File: config.mk
export PLATFORM = sky130hd
export DESIGN_NAME = mem_port_arbiter
export DESIGN_NICKNAME = d
export VERILOG_FILES = /design/src/rtl/mem_port_arbiter_pkg.sv /design/src/rtl/mem_port_arbiter_rr_pick.sv /design/src/rtl/mem_port_arbiter.sv
export SDC_FILE = /design/constraint.sdc
export NUM_CORES = 1
export LEC_CHECK = 0
export ABC_AREA = 0
export BUFFER_PORTS_ARGS = -buffer_cell sky130_fd_sc_hd__buf_2
export CAP_MARGIN = 20
export CORE_AREA = 2 2 756 758
export DETAILED_ROUTE_END_ITERATION = 10
export DIE_AREA = 0 0 758 760
export PLACE_DENSITY_LB_ADDON = 0.1
export SETUP_SLACK_MARGIN = 0.02
export SLEW_MARGIN = 20
export SYNTH_ARGS = -nofsm -noshare
export SYNTH_HDL_FRONTEND = slang
export SYNTH_HIERARCHICAL = 1
export SYNTH_SLANG_ARGS = --single-unit
File: constraint.sdc
create_clock -name clk -period 3.7 [get_ports clk]
set_input_delay 0.555 -clock clk [delete_from_list [all_inputs] [get_ports clk]]
set_output_delay 0.555 -clock clk [all_outputs]
set_load 0.01 [all_outputs]
File: src/rtl/mem_port_arbiter_pkg.sv
// Shared definitions for the memory-port arbiter.
//   - Read / write channel state encodings.
//   - Master index constants (icache, dcache, LSU uncached path).
//   - Line offset: an address's line number is addr[AW-1:LINE_OFS] (32-byte lines).
package mem_port_arbiter_pkg;

   typedef enum logic [1:0] {
      R_IDLE = 2'd0,
      R_REQ  = 2'd1,
      R_DATA = 2'd2
   } rd_state_e;

   typedef enum logic {
      W_IDLE = 1'b0,
      W_REQ  = 1'b1
   } wr_state_e;

   localparam int MST_ICACHE = 0;
   localparam int MST_DCACHE = 1;
   localparam int MST_LSU    = 2;

   localparam int LINE_OFS = 5;

endpackage

File: src/rtl/mem_port_arbiter_rr_pick.sv
// Combinational round-robin picker.
//   req : request vector, one bit per master
//   ptr : highest-priority master index; scanning goes upward and wraps N-1 -> 0
//   gnt : one-hot grant (all zero when nothing is requesting)
//   idx : binary index of the granted master (0 when nothing is requesting)
module mem_port_arbiter_rr_pick #(
   parameter  int N  = 3,
   localparam int IW = (N > 1) ? $clog2(N) : 1
) (
   input  logic [N-1:0]  req,
   input  logic [IW-1:0] ptr,
   output logic [N-1:0]  gnt,
   output logic [IW-1:0] idx
);

   always_comb begin
      int   c;
      logic found;
      gnt   = '0;
      idx   = '0;
      found = 1'b0;
      c     = 0;
      for (int k = 0; k < N; k++) begin
         if (!found) begin
            c = int'(ptr) + k;
            if (c >= N) begin
               c = c - N;
            end
            if (req[c]) begin
               found  = 1'b1;
               gnt[c] = 1'b1;
               idx    = IW'(c);
            end
         end
      end
   end

endmodule

File: src/rtl/mem_port_arbiter.sv
// Memory-port arbiter: shares the single bridge request/response port among N
// masters (0 = icache, 1 = dcache, 2 = LSU uncached). Reads and writes are
// arbitrated independently, each with its own round-robin pointer and at most
// one transaction in flight per channel.
// Ports:
//   clk, rst_n                      clock, asynchronous active-low reset
//   m_r_req/addr/type -> m_r_rdy    per-master read request / accept pulse
//   m_re_data, m_re_valid           read response (data broadcast, valid to grantee)
//   m_w_req/addr/type/strb/data     per-master write request
//   m_w_rdy                         per-master write accept pulse
//   s_r_* / s_re_*                  bridge read request and response
//   s_w_*                           bridge write request
// A read is withheld from arbitration while a pending (un-accepted) write
// targets the same 32-byte line, so a read can never overtake that write.
module mem_port_arbiter
   import mem_port_arbiter_pkg::*;
#(
   parameter int N  = 3,
   parameter int AW = 32,
   parameter int DW = 256,
   parameter int TW = 6,
   parameter int SW = 16
) (
   input  logic            clk,
   input  logic            rst_n,
   input  logic [N-1:0]    m_r_req,
   input  logic [N*AW-1:0] m_r_addr,
   input  logic [N*TW-1:0] m_r_type,
   output logic [N-1:0]    m_r_rdy,
   output logic [DW-1:0]   m_re_data,
   output logic [N-1:0]    m_re_valid,
   input  logic [N-1:0]    m_w_req,
   input  logic [N*AW-1:0] m_w_addr,
   input  logic [N*TW-1:0] m_w_type,
   input  logic [N*SW-1:0] m_w_strb,
   input  logic [N*DW-1:0] m_w_data,
   output logic [N-1:0]    m_w_rdy,
   output logic            s_r_req,
   output logic [AW-1:0]   s_r_addr,
   output logic [TW-1:0]   s_r_type,
   input  logic            s_r_rdy,
   input  logic [DW-1:0]   s_re_data,
   input  logic            s_re_valid,
   output logic            s_w_req,
   output logic [AW-1:0]   s_w_addr,
   output logic [TW-1:0]   s_w_type,
   output logic [SW-1:0]   s_w_strb,
   output logic [DW-1:0]   s_w_data,
   input  logic            s_w_rdy
);

   localparam int IW = (N > 1) ? $clog2(N) : 1;

   rd_state_e     rstate_q, rstate_d;
   wr_state_e     wstate_q, wstate_d;
   logic [IW-1:0] rgnt_q, rgnt_d, rr_r_q, rr_r_d;
   logic [IW-1:0] wgnt_q, wgnt_d, rr_w_q, rr_w_d;

   logic [AW-1:0] r_addr_arr [N];
   logic [TW-1:0] r_type_arr [N];
   logic [AW-1:0] w_addr_arr [N];
   logic [TW-1:0] w_type_arr [N];
   logic [SW-1:0] w_strb_arr [N];
   logic [DW-1:0] w_data_arr [N];

   logic [N-1:0]  haz, r_elig, r_pick_gnt, w_pick_gnt;
   logic [IW-1:0] r_pick_idx, w_pick_idx;

   function automatic logic [IW-1:0] rr_next(input logic [IW-1:0] g);
      return (int'(g) >= N - 1) ? '0 : g + 1'b1;
   endfunction

   generate
      for (genvar gi = 0; gi < N; gi++) begin : g_mst
         assign r_addr_arr[gi] = m_r_addr[gi*AW +: AW];
         assign r_type_arr[gi] = m_r_type[gi*TW +: TW];
         assign w_addr_arr[gi] = m_w_addr[gi*AW +: AW];
         assign w_type_arr[gi] = m_w_type[gi*TW +: TW];
         assign w_strb_arr[gi] = m_w_strb[gi*SW +: SW];
         assign w_data_arr[gi] = m_w_data[gi*DW +: DW];
         // s_w_addr is only non-zero in W_REQ, i.e. while the write is still un-accepted
         assign haz[gi] = (wstate_q == W_REQ) &&
                          (r_addr_arr[gi][AW-1:LINE_OFS] == s_w_addr[AW-1:LINE_OFS]);
      end
   endgenerate

   assign r_elig = m_r_req & ~haz;

   mem_port_arbiter_rr_pick #(.N(N)) u_rd_pick (
      .req (r_elig),
      .ptr (rr_r_q),
      .gnt (r_pick_gnt),
      .idx (r_pick_idx)
   );

   mem_port_arbiter_rr_pick #(.N(N)) u_wr_pick (
      .req (m_w_req),
      .ptr (rr_w_q),
      .gnt (w_pick_gnt),
      .idx (w_pick_idx)
   );

   assign m_re_data = s_re_data;

   // Read channel
   always_comb begin
      rstate_d   = rstate_q;
      rgnt_d     = rgnt_q;
      rr_r_d     = rr_r_q;
      s_r_req    = 1'b0;
      s_r_addr   = '0;
      s_r_type   = '0;
      m_r_rdy    = '0;
      m_re_valid = '0;
      case (rstate_q)
         R_IDLE: begin
            if (|r_pick_gnt) begin
               rgnt_d   = r_pick_idx;
               rstate_d = R_REQ;
            end
         end
         R_REQ: begin
            s_r_req         = m_r_req[rgnt_q];
            s_r_addr        = r_addr_arr[rgnt_q];
            s_r_type        = r_type_arr[rgnt_q];
            m_r_rdy[rgnt_q] = s_r_rdy & m_r_req[rgnt_q];
            // A withdrawn request abandons the grant without moving the pointer
            if (!m_r_req[rgnt_q]) begin
               rstate_d = R_IDLE;
            end else if (s_r_rdy) begin
               rstate_d = R_DATA;
            end
         end
         R_DATA: begin
            m_re_valid[rgnt_q] = s_re_valid;
            if (s_re_valid) begin
               rstate_d = R_IDLE;
               rr_r_d   = rr_next(rgnt_q);
            end
         end
         default: rstate_d = R_IDLE;
      endcase
   end

   // Write channel
   always_comb begin
      wstate_d = wstate_q;
      wgnt_d   = wgnt_q;
      rr_w_d   = rr_w_q;
      s_w_req  = 1'b0;
      s_w_addr = '0;
      s_w_type = '0;
      s_w_strb = '0;
      s_w_data = '0;
      m_w_rdy  = '0;
      case (wstate_q)
         W_IDLE: begin
            if (|w_pick_gnt) begin
               wgnt_d   = w_pick_idx;
               wstate_d = W_REQ;
            end
         end
         W_REQ: begin
            s_w_req         = m_w_req[wgnt_q];
            s_w_addr        = w_addr_arr[wgnt_q];
            s_w_type        = w_type_arr[wgnt_q];
            s_w_strb        = w_strb_arr[wgnt_q];
            s_w_data        = w_data_arr[wgnt_q];
            m_w_rdy[wgnt_q] = s_w_rdy & m_w_req[wgnt_q];
            if (!m_w_req[wgnt_q]) begin
               wstate_d = W_IDLE;
            end else if (s_w_rdy) begin
               wstate_d = W_IDLE;
               rr_w_d   = rr_next(wgnt_q);
            end
         end
         default: wstate_d = W_IDLE;
      endcase
   end

   always_ff @(posedge clk or negedge rst_n) begin
      if (!rst_n) begin
         rstate_q <= R_IDLE;
         rgnt_q   <= '0;
         rr_r_q   <= '0;
         wstate_q <= W_IDLE;
         wgnt_q   <= '0;
         rr_w_q   <= '0;
      end else begin
         rstate_q <= rstate_d;
         rgnt_q   <= rgnt_d;
         rr_r_q   <= rr_r_d;
         wstate_q <= wstate_d;
         wgnt_q   <= wgnt_d;
         rr_w_q   <= rr_w_d;
      end
   end

endmodule

======== Word-level counts from Yosys, hierarchy flattened ========
Cells that the tools add are included.
word-level totals
  bits of input ports ..................... 1311
  logic and storage cells ................. 199
  output and inout port bits .............. 615
  flip-flop bits (word level) ............. 11
operators by class
  order comparisons ....................... 26
  equal/unequal tests ..................... 8
  add/sub/neg operators ................... 12
  bitwise gates (word level) .............. 14
  reductions and logical operators ........ 19
  muxes and demuxes ....................... 114
operator list
  operator               count
  $mux 256               3
  $bmux 256 s2           1
  $mux 32                16
  $ge 32x1->1 const B    6
  $lt 32x4->1 const B    6
  $bmux 32 s2            2
  $ge 32x3->1 const B    4
  $sub 32x3->32 const B  4
  $eq 27x27->1           3
  $mux 16                3
  $mux 3                 13
  $mux 6                 6
  $mux 1                 33
  $bmux 16 s2            1
  $mux 2                 16
  $bmux 6 s2             2
  $bmux 1 s2             8
  $demux 1 s2            8
  $and 3x3->3            4
  $or 3x3->3             4
  $logic_and 1x1->1      11
  $ge 2x2->1 const B     4
  $add 2x1->3 const B    2
  $add 2x2->3 const B    2
  other kinds (19)       31

======== Longest topological paths before layout ========
Gate-level depths: netlist of the first run.
  depth in word-level cells ............... 30
  mapped depth ............................ 17
  mapped depth without buffers ............ 13

======== Hierarchy ========
The synthesis of the first run kept the hierarchy.
by module, submodules not included
  module                    instances  cells an instance  seq. area each (µm²)  area an instance (µm²)
  mem_port_arbiter          1          2180               275.3                 13088.8
  mem_port_arbiter_rr_pick  2          42                 0.0                   305.3

======== Least setup slack after synthesis of the first run ========
OpenSTA, ideal clock, no wires.
  kind .................................... input port to flip-flop
  start point ............................. input port m_r_addr[86]
  end point ............................... register rgnt_q[0]
  required time ........................... 3575 ps
  buffers on the path ..................... 0
  arrival ................................. 3684 ps
  stages .................................. 13
  path slack .............................. -109 ps
  setup time .............................. 125 ps
  cell sequence ........................... or4_1 > a32oi_1 > o221ai_1 > a2111oi_0 > nand4_1 > o41a_1 > or3b_4 > o2bb2ai_2 > o21ai_0 > a2bb2oi_1 > nor3_1 > or3_1 > mux2_2
between the ends
  cells in the longest elaborated chain, start to end .. 16
ends and longest elaborated chain
  item                                       RTL line                        source
  start: declaration                         mem_port_arbiter.sv:27          input logic [N*AW-1:0] m_r_addr,
  $eq 27x27->1 (*)                           mem_port_arbiter.sv:83          (r_addr_arr[gi][AW-1:LINE_OFS] == s_w_addr[AW-1:LINE_OFS]);
  $logic_and 1x1->1 (*)                      mem_port_arbiter.sv:82          assign haz[gi] = (wstate_q == W_REQ) &&
  $not 3->3 (*)                              mem_port_arbiter.sv:87          assign r_elig = m_r_req & ~haz;
  $and 3x3->3 (*)                            mem_port_arbiter.sv:87
  named net r_elig[2]                        mem_port_arbiter.sv:66          logic [N-1:0] haz, r_elig, r_pick_gnt, w_pick_gnt;
  $bmux 1 s2                                 mem_port_arbiter_rr_pick.sv:29  if (req[c]) begin
  $mux 1 (not written as such) (2 in a row)  mem_port_arbiter_rr_pick.sv:29
  $mux 3                                     mem_port_arbiter_rr_pick.sv:29
  $or 3x3->3 (no line)                       --
  $mux 3                                     mem_port_arbiter_rr_pick.sv:29
  $mux 3                                     mem_port_arbiter_rr_pick.sv:24  if (!found) begin
  $or 3x3->3 (no line)                       --
  $mux 3                                     mem_port_arbiter_rr_pick.sv:29
  $mux 3 (*)                                 mem_port_arbiter_rr_pick.sv:24
  named net r_pick_gnt[1]                    mem_port_arbiter.sv:66
  $reduce_or 3->1 (*)                        mem_port_arbiter.sv:117         if (|r_pick_gnt) begin
  $reduce_and 2->1 (no line) (*)             --
  end signal: assignment                     mem_port_arbiter.sv:191         rgnt_q <= rgnt_d;
  end: declaration                           mem_port_arbiter.sv:56          logic [IW-1:0] rgnt_q, rgnt_d, rr_r_q, rr_r_d;
The timed path passes the listed nets; every way through them passes the cells marked *. The select of a mux whose other input is x is not followed.
A chain may end at the register's enable or synchronous reset.

======== Final worst setup path of the first run ========
  start point ............................. register wgnt_q[0]
  end point ............................... register rgnt_q[0]
between the ends
  cells in the longest elaborated chain, start to end .. 21
ends and longest elaborated chain
  item                                            RTL line                        source
  start: declaration                              mem_port_arbiter.sv:57          logic [IW-1:0] wgnt_q, wgnt_d, rr_w_q, rr_w_d;
  start signal: assignment                        mem_port_arbiter.sv:194         wgnt_q <= wgnt_d;
  $not 2->3 (not written as such) (*)             mem_port_arbiter.sv:165         s_w_addr = w_addr_arr[wgnt_q];
  $bmux 32 s2 (*)                                 mem_port_arbiter.sv:165
  $mux 32 (not written as such) (*) (2 in a row)  mem_port_arbiter.sv:165
  $mux 32 (*)                                     mem_port_arbiter.sv:156         case (wstate_q)
  $eq 27x27->1 (*)                                mem_port_arbiter.sv:83
  $logic_and 1x1->1 (*)                           mem_port_arbiter.sv:82
  $not 3->3 (*)                                   mem_port_arbiter.sv:87
  $and 3x3->3 (*)                                 mem_port_arbiter.sv:87
  named net r_elig[2]                             mem_port_arbiter.sv:66
  [5 not listed]                                  --
  $mux 3                                          mem_port_arbiter_rr_pick.sv:29
  $mux 3                                          mem_port_arbiter_rr_pick.sv:24
  $or 3x3->3 (no line)                            --
  $mux 3                                          mem_port_arbiter_rr_pick.sv:29
  $mux 3 (*)                                      mem_port_arbiter_rr_pick.sv:24
  named net r_pick_gnt[1]                         mem_port_arbiter.sv:66
  $reduce_or 3->1 (*)                             mem_port_arbiter.sv:117
  $reduce_and 2->1 (no line) (*)                  --
Marks and branches as above.

==> results of run 1 <==
## flip-flops by register name (all words and copies together) (netlist names)
name and flops:
rgnt_q 2, rstate_q 2, rr_r_q 2, rr_w_q 2, wgnt_q 2, wstate_q 1
## synthesized netlist by cell type (all sizes together), types with 4 or more instances
library cell,count
a211oi,6
a21o,7
a21oi,349
a222oi,8
a22oi,12
a2bb2oi,14
a31oi,6
a41oi,5
and3,4
buf,311
clkbuf,119
dfrtp,11
ha,8
inv,59
mux2,6
mux2i,354
nand2,36
nand2b,20
nand3b,12
nand4,4
nor2,688
nor2b,13
nor3,17
nor4,7
o2111ai,7
o211ai,4
o21ai,42
o221ai,4
o22ai,44
o2bb2ai,10
o31ai,4
o32ai,4
o41ai,4
xnor2,12
xor2,6
## cells in the final DEF (no fill, tap or decap), types with 6 or more instances in the layout
cell and count:
buf_2 1347, nor2_1 673, buf_4 431, a21oi_1 341, mux2i_1 320, diode_2 120, buf_12 93, inv_1 57
o22ai_1 42, nand2_1 36, o21ai_0 32, mux2i_2 22, nand2b_1 18, nor3_1 16, buf_6 14, nor2_2 13
mux2i_4 12, nand3b_1 12, xnor2_1 11, a22oi_1 10, buf_16 10, a2bb2oi_1 9, nor2b_1 9, o2bb2ai_1 8
a222oi_1 8, clkbuf_16 8, ha_1 8, a21o_1 7, dfrtp_1 7, a21oi_2 6, mux2_2 6, o2111ai_1 6
xor2_1 6, a31oi_1 6
## metrics by stage
stage	hold WS [ns]	TNS (ns)	cells	cell area, um^2
2_1_floorplan	0.259	-0.0387	2264	13700
3_3_place_gp	0.507	-45.06	11200	32200
3_5_place_dp	0.515	-44.14	11200	32200
4_1_cts	0.247	-8.93	11200	33000
5_1_grt	0.245	-2.54	11300	33600
6_report	0.236	-2.07	11400	33900
## worst max-delay path by stage
stage	slack, ns	start	to	cells past startpoint
after floorplan	-0.02	m_r_addr[86]	rgnt_q[0]	13
after global placement	-1.52	wgnt_q[0]	rgnt_q[0]	15
after detailed placement	-1.42	wgnt_q[0]	rgnt_q[0]	19
after CTS	-0.83	wgnt_q[0]	rgnt_q[0]	16
after global routing	-0.86	wgnt_q[0]	rgnt_q[1]	16
final	-0.73	wgnt_q[0]	rgnt_q[0]	13
## power breakdown
group          total, mW  switching, mW  leakage [nW]  internal, mW
clock              0.216         0.0701        0.0389         0.146
combinational       19.7           12.6          13.2          7.06
sequential         0.356          0.179         0.135         0.177
total               20.3           12.9          13.4          7.38
## layout make-up
cell class | instances | area [um^2]
clock buffers | 4 | 78.8
repair buffers | 1907 | 12500
flip-flops and latches | 11 | 288
well taps | 7533 | 9430
inverters | 59 | 231
fillers | 67800 | 534000
diodes | 120 | 300
multi-input cells | 1764 | 11100
## per-layer routing
| metal | GRT usage [%] | routed length (um) |
|---|---|---|
| met5 | 0 | 519 |
| met1 | 13.1 | 134000 |
| met3 | 9.42 | 67400 |
| met4 | 2.88 | 11800 |
| met2 | 19.0 | 160000 |
## cell families (layout without fill, tap and decap cells)
group                      Yosys count  in the layout
and+or+nand+nor                    822            822
AOI/OAI and AO/OA                  556            556
buffers and inverters              489           1970
muxes                              360            360
xor gates and xnor gates            18             18
DFF                                 11             11
adders and majority gates            8              8
other                                0            120
## repair_timing
action | 4_1_cts | 5_1_grt
gates resized for setup | 121 | 49
gates cloned | 5 | 5
endpoints found under the hold margin | 0 | 0
setup buffers | 3 | 28
pin swaps | 14 | 5
endpoints found under the setup margin | 275 | 83
## worst max-delay path: stages (launching register included)
cell and delay (ns):
dfrtp_4 0.64, buf_12 0.21, inv_4 0.04, or4_1 0.52, a221o_1 0.32, a2111o_1 0.47, o41a_1 0.49, or3b_4 0.44
o2bb2ai_4 0.16, o21ai_2 0.08, a2bb2oi_2 0.16, nor3_2 0.07, or3_4 0.40, mux2_2 0.28
==> impl_metrics.json, run 1 <==
{
  "hp-class": "input port to async pin",
  "timing.final.hold_violations": 0,
  "drive_gt1_share_pct": 53.9,
  "setup_violations": 3,
  "cts_tree": "done",
  "cts_htree_levels": 1,
  "syn_inst": 2264,
  "synth_area_leaders": "mux2i_1, nor2_1, buf_4",
  "mux_contribution_to_synthesized_area_pct": 26.6,
  "yosysWarningCount": 6,
  "route.detailed.wl_per_inst_um": 32.7,
  "r2r_start": "wgnt_q[0]",
  "dp.final_hpwl_um": 344000,
  "post_synth_instance_area_um2": 13700,
  "cellLeakagePower_nw": 13.4,
  "crit_arrival_ns": 4.57,
  "floorplan.core_area_um2": 568000,
  "part_of_the_yosys_area_used_for_sequential_elements_pct": 2.01,
  "cts_max_path_buffers": 2,
  "cts_buf_count": 3,
  "num_rows": 277,
  "yosysTopAreaCellShare_pct": 25.6,
  "grt_util_all_layers_pct": 12.3,
  "die_w_um": 758,
  "antenna_violations_before_repair": 215,
  "synthSimpleGateAreaFrac_pct": 24.5,
  "dieArea_um2": 576000,
  "worstSkewPairLatency_ns": 0.25,
  "routed-via-count": 25000,
  "finalWorstSetupSlack_ns": -0.734,
  "synthXorXnorAreaFrac_pct": 1.15,
  "clock-skew-final_ns": 0.00155,
  "total_drc_errors_in_the_routed_layout": 0,
  "final_core_util_pct": 5.97,
  "worstPathRequired_ns": 3.83,
  "worst_reg2reg_setup_slack_ns": -0.73,
  "floorplan.io_pins": 1926,
  "place.port_buffers": 1413,
  "final_net_count": 5065,
  "synthAdderAreaFrac_pct": 0.731,
  "reg2reg_path_depth": 13,
  "synth-edff-count": 0,
  "fp.dieH_um": 760,
  "avg_synthesized_cell_area_um2": 6.05,
  "cts.reportedPaths.clkPinSlew_ns": 0.05,
  "max_slew.worst_pin.slew_ns": 0.922,
  "grt_setup_unrepaired": "yes",
  "synth_top_family_by_area": "multiplexers",
  "numClockSinks": 11,
  "fin_crit_sh_pct": 120,
  "vdd.ir_drop.worst_v": 0.000337,
  "ant_nets": 0,
  "grt_start_max_net_pins": 97,
  "synth-main-ff-cell": "dfrtp_1",
  "worst_setup_path_start_kind": "flip-flop",
  "aggregate_routed_wire_length_um": 373000,
  "async_reset_ff_share_pct": 100,
  "relSlewSlack_pct": 38.5,
  "cts_hold_buffers": 0,
  "place_ws_ns": -1.42,
  "first_global_vias": 25700,
  "flow.area_growth_from_synthesis_pct": 148,
  "grt_overflow_total": 0,
  "synth_top_cell_by_area": "mux2i_1",
  "outcome": "finished, violations left",
  "first_iter_violations": 1581,
  "maxCapViolCount": 0,
  "effective_utilization_at_floorplan_pct": 2.41,
  "global_route_wire_length_before_repair_um": 430000,
  "final-max-slew-violation-count": 0,
  "report.power.total_mw": 20.3,
  "timing.fmax_mhz": 226,
  "crit_path_max_fanout": 12,
  "clock-root-buffer": "clkbuf_16",
  "violated_checks": "setup timing",
  "count_of_state_elements_after_synthesis": 11,
  "critPathKind": "flip-flop to flip-flop",
  "timing.critical_path.to_type": "flip-flop",
  "first_pass_iters": 5,
  "detail_route.vias_per_cell": 2.19,
  "regToRegEndpoint": "rgnt_q[0]",
  "number_of_unique_standard_cell_types_used_by_synthesis": 71,
  "pwr_density_cell_nw_per_um2": 597,
  "synth_nets": 3583,
  "area_fraction_in_compound_gates_after_synthesis_pct": 23.9,
  "gp_congestion": 0.916,
  "final_period_minus_worst_setup_slack_ns": 4.43
}
Note: power is estimated with default switching activity, not from simulation.
==> inputs of run 2 (changes only) <==
- MAX_ROUTING_LAYER: unset -> met4
- SETUP_SLACK_MARGIN: 0.02 -> unset
==> run 2 against run 1 <==
The flow still finishes with violations (setup timing). Non-clock buffer count down 13. Combinational power about the same. First-iteration DRC count down 6.4%. Core utilization about the same. Count of clock-buffer cells in the layout unchanged. Register-to-register slack better by 0.02 ns. Via count down 1.5%. Final area about the same. Clock power down 2%. Die area unchanged. Worst hold slack worse by 0.021 ns. Critical path depth up 1. Critical path type unchanged. Critical endpoint unchanged. Highest routed layer is now met4.
==> impl_metrics.json, run 2 (same netlist as run 1, synthesis figures left out) <==
{
  "fin_hold_ws_ns": 0.216,
  "route.detailed.wl_per_inst_um": 32.5,
  "grt.busiest_layer": "met2",
  "grt_overflow_total": 0,
  "cp_slowest_stage_delay_ns": 0.53,
  "global_route_wire_length_before_repair_um": 432000,
  "routed-via-count": 24600,
  "crit_path_max_fanout": 4,
  "worstSkewPairLatency_ns": 0.25,
  "die_w_um": 758,
  "design_internal_power_mw": 7.25,
  "worst_setup_path_start_kind": "flip-flop",
  "fp.dieH_um": 760,
  "cellLeakagePower_nw": 13.3,
  "cts_htree_levels": 1,
  "cts_buf_count": 3,
  "timing.critical_path.to_type": "flip-flop",
  "switching_share_pct": 63.6,
  "tns_ns": -2.11,
  "cp_num_cells": 14,
  "clock-skew-final_ns": 0.00281,
  "worstPathRequired_ns": 3.83,
  "mostFrequentLayoutCell": "buf_2",
  "cts_tree": "done",
  "first_iter_violations": 1480,
  "finalWorstSetupSlack_ns": -0.719,
  "final_period_minus_worst_setup_slack_ns": 4.42,
  "first_pass_iters": 5,
  "outcome": "finished, violations left",
  "pwr_density_cell_nw_per_um2": 588,
  "floorplan.io_pins": 1926,
  "cp_slowest_cell": "o41a_1",
  "floorplan.core_area_um2": 568000,
  "power.share.sequential_pct": 1.4,
  "flow.area_growth_from_synthesis_pct": 147,
  "numClockSinks": 11,
  "fin_crit_sh_pct": 119,
  "maxCapViolCount": 0,
  "total_drc_errors_in_the_routed_layout": 0,
  "timing.fmax_mhz": 226,
  "drive_gt1_share_pct": 53.1,
  "dp.final_hpwl_um": 346000,
  "max_slew.worst_pin.slew_ns": 0.851,
  "grt_use_met3_pct": 9.24,
  "critical_path.cell_chain": "nand2b_1 -> buf_4 -> o21ai_0 -> buf_4 -> a2bb2oi_1 -> nand4_1 -> o41a_1 -> or3b_4 -> o2bb2ai_4 -> o21ai_2 -> a2bb2oi_2 -> nor3_2 -> or3_4 -> mux2_4",
  "clock-root-buffer": "clkbuf_16",
  "detail_route.vias_per_cell": 2.15,
  "timing.critical_path.max_delay_family": "compound AO/OA/AOI/OAI gates",
  "place.port_buffers": 1413,
  "violated_checks": "setup timing",
  "grt_util_all_layers_pct": 12.7,
  "grt_start_max_net_pins": 115,
  "grt_setup_unrepaired": "yes",
  "critPathKind": "flip-flop to flip-flop",
  "antenna_violations_before_repair": 227,
  "final-max-slew-violation-count": 0,
  "num_rows": 277,
  "vdd.ir_drop.worst_v": 0.000348,
  "relSlewSlack_pct": 43.3,
  "gp_congestion": 0.906,
  "crit_arrival_ns": 4.55,
  "cts.reportedPaths.clkPinSlew_ns": 0.05,
  "timing.final.hold_violations": 0,
  "first_global_vias": 25800,
  "hp-class": "input port to async pin",
  "timing.critical_path.buf_inv": 2,
  "reg2reg_path_depth": 14,
  "aggregate_routed_wire_length_um": 373000,
  "groute.layer.met1.usage_pct": 13.1,
  "ant_nets": 0,
  "mostFrequentLayoutCells": "buf_2, nor2_1, buf_4",
  "effective_utilization_at_floorplan_pct": 2.41,
  "dieArea_um2": 576000,
  "p_comb_share_pct": 97.5,
  "grt_met2_usage_pct": 19.3,
  "final_net_count": 5052,
  "cpMostUsedCell": "buf_4",
  "switchingPower_mw": 12.7,
  "power_frac_clock_pct": 1.1,
  "setup_violations": 3,
  "cts_max_path_buffers": 2
}
run 2: worst reg2reg max path, stage by stage (launching register included):
cell and delay, ns:
dfrtp_4 0.50, nand2b_1 0.41, buf_4 0.29, o21ai_0 0.27, buf_4 0.20, a2bb2oi_1 0.30, nand4_1 0.19, o41a_1 0.53
or3b_4 0.43, o2bb2ai_4 0.15, o21ai_2 0.08, a2bb2oi_2 0.17, nor3_2 0.07, or3_4 0.39, mux2_4 0.31
run 2: final timing paths:
| check | from | endpoint | slack [ns] |
|---|---|---|---|
| min in group clk | s_re_valid | rstate_q[1] | 0.53 |
| worst max register to register | wgnt_q[1] | rgnt_q[0] | -0.72 |
| worst min-delay path | rst_n | rr_w_q[0] | 0.22 |
| worst min register to register | rr_w_q[0] | rr_w_q[0] | 0.56 |
| worst max-delay path | wgnt_q[1] | rgnt_q[0] | -0.72 |
| max in group asynchronous | rst_n | wgnt_q[0] | 3.19 |
run 2: stage by stage:
stage | utilization, % | std cells | cell area, um^2 | power [mW] | worst slack [ns]
6_report | 5.97 | 11500 | 33900 | 19.9 | -0.719
5_1_grt | 5.94 | 11400 | 33700 | 21.6 | -0.777
4_1_cts | 5.84 | 11300 | 33100 | 20.9 | -0.710
3_5_place_dp | 5.69 | 11200 | 32300 | 19.9 | -1.58
3_3_place_gp | 5.69 | 11200 | 32300 | 20.0 | -1.78
2_1_floorplan | - | 2264 | 13700 | 6.92 | -0.0194
run 2: routing by layer:
metal / vias up / part of all wire (%)
met3: 477 / 18
met5: - / 0
li1: 10800 / -
met4: 0 / 3.1
met1: 11600 / 36
met2: 1774 / 43
run 2: layout make-up:
cell class	count	area, um^2
Timing Repair Buffer	1894	12400
Multi-Input combinational cell	1764	11000
Sequential cell	11	288
Inverter	59	231
Clock buffer	4	78.8
Tap cell	7533	9430
Antenna cell	211	528
Fill cell	67900	534000
run 2: power groups by stage:
stage	clock network [mW]	registers (mW)	logic, mW
6_report	0.212	0.287	19.4
5_1_grt	0.223	0.297	21.1
4_1_cts	0.219	0.291	20.4
3_5_place_dp	0	0.338	19.5
3_3_place_gp	0	0.335	19.7
2_1_floorplan	0	0.205	6.71
run 2: repair_timing:
action | in CTS | in global routing
setup buffers | 11 | 5
setup endpoints to repair | 225 | 14
hold buffers | 0 | 0
gates resized for setup | 118 | 27
pin swaps | 14 | 7
gates cloned | 5 | 1
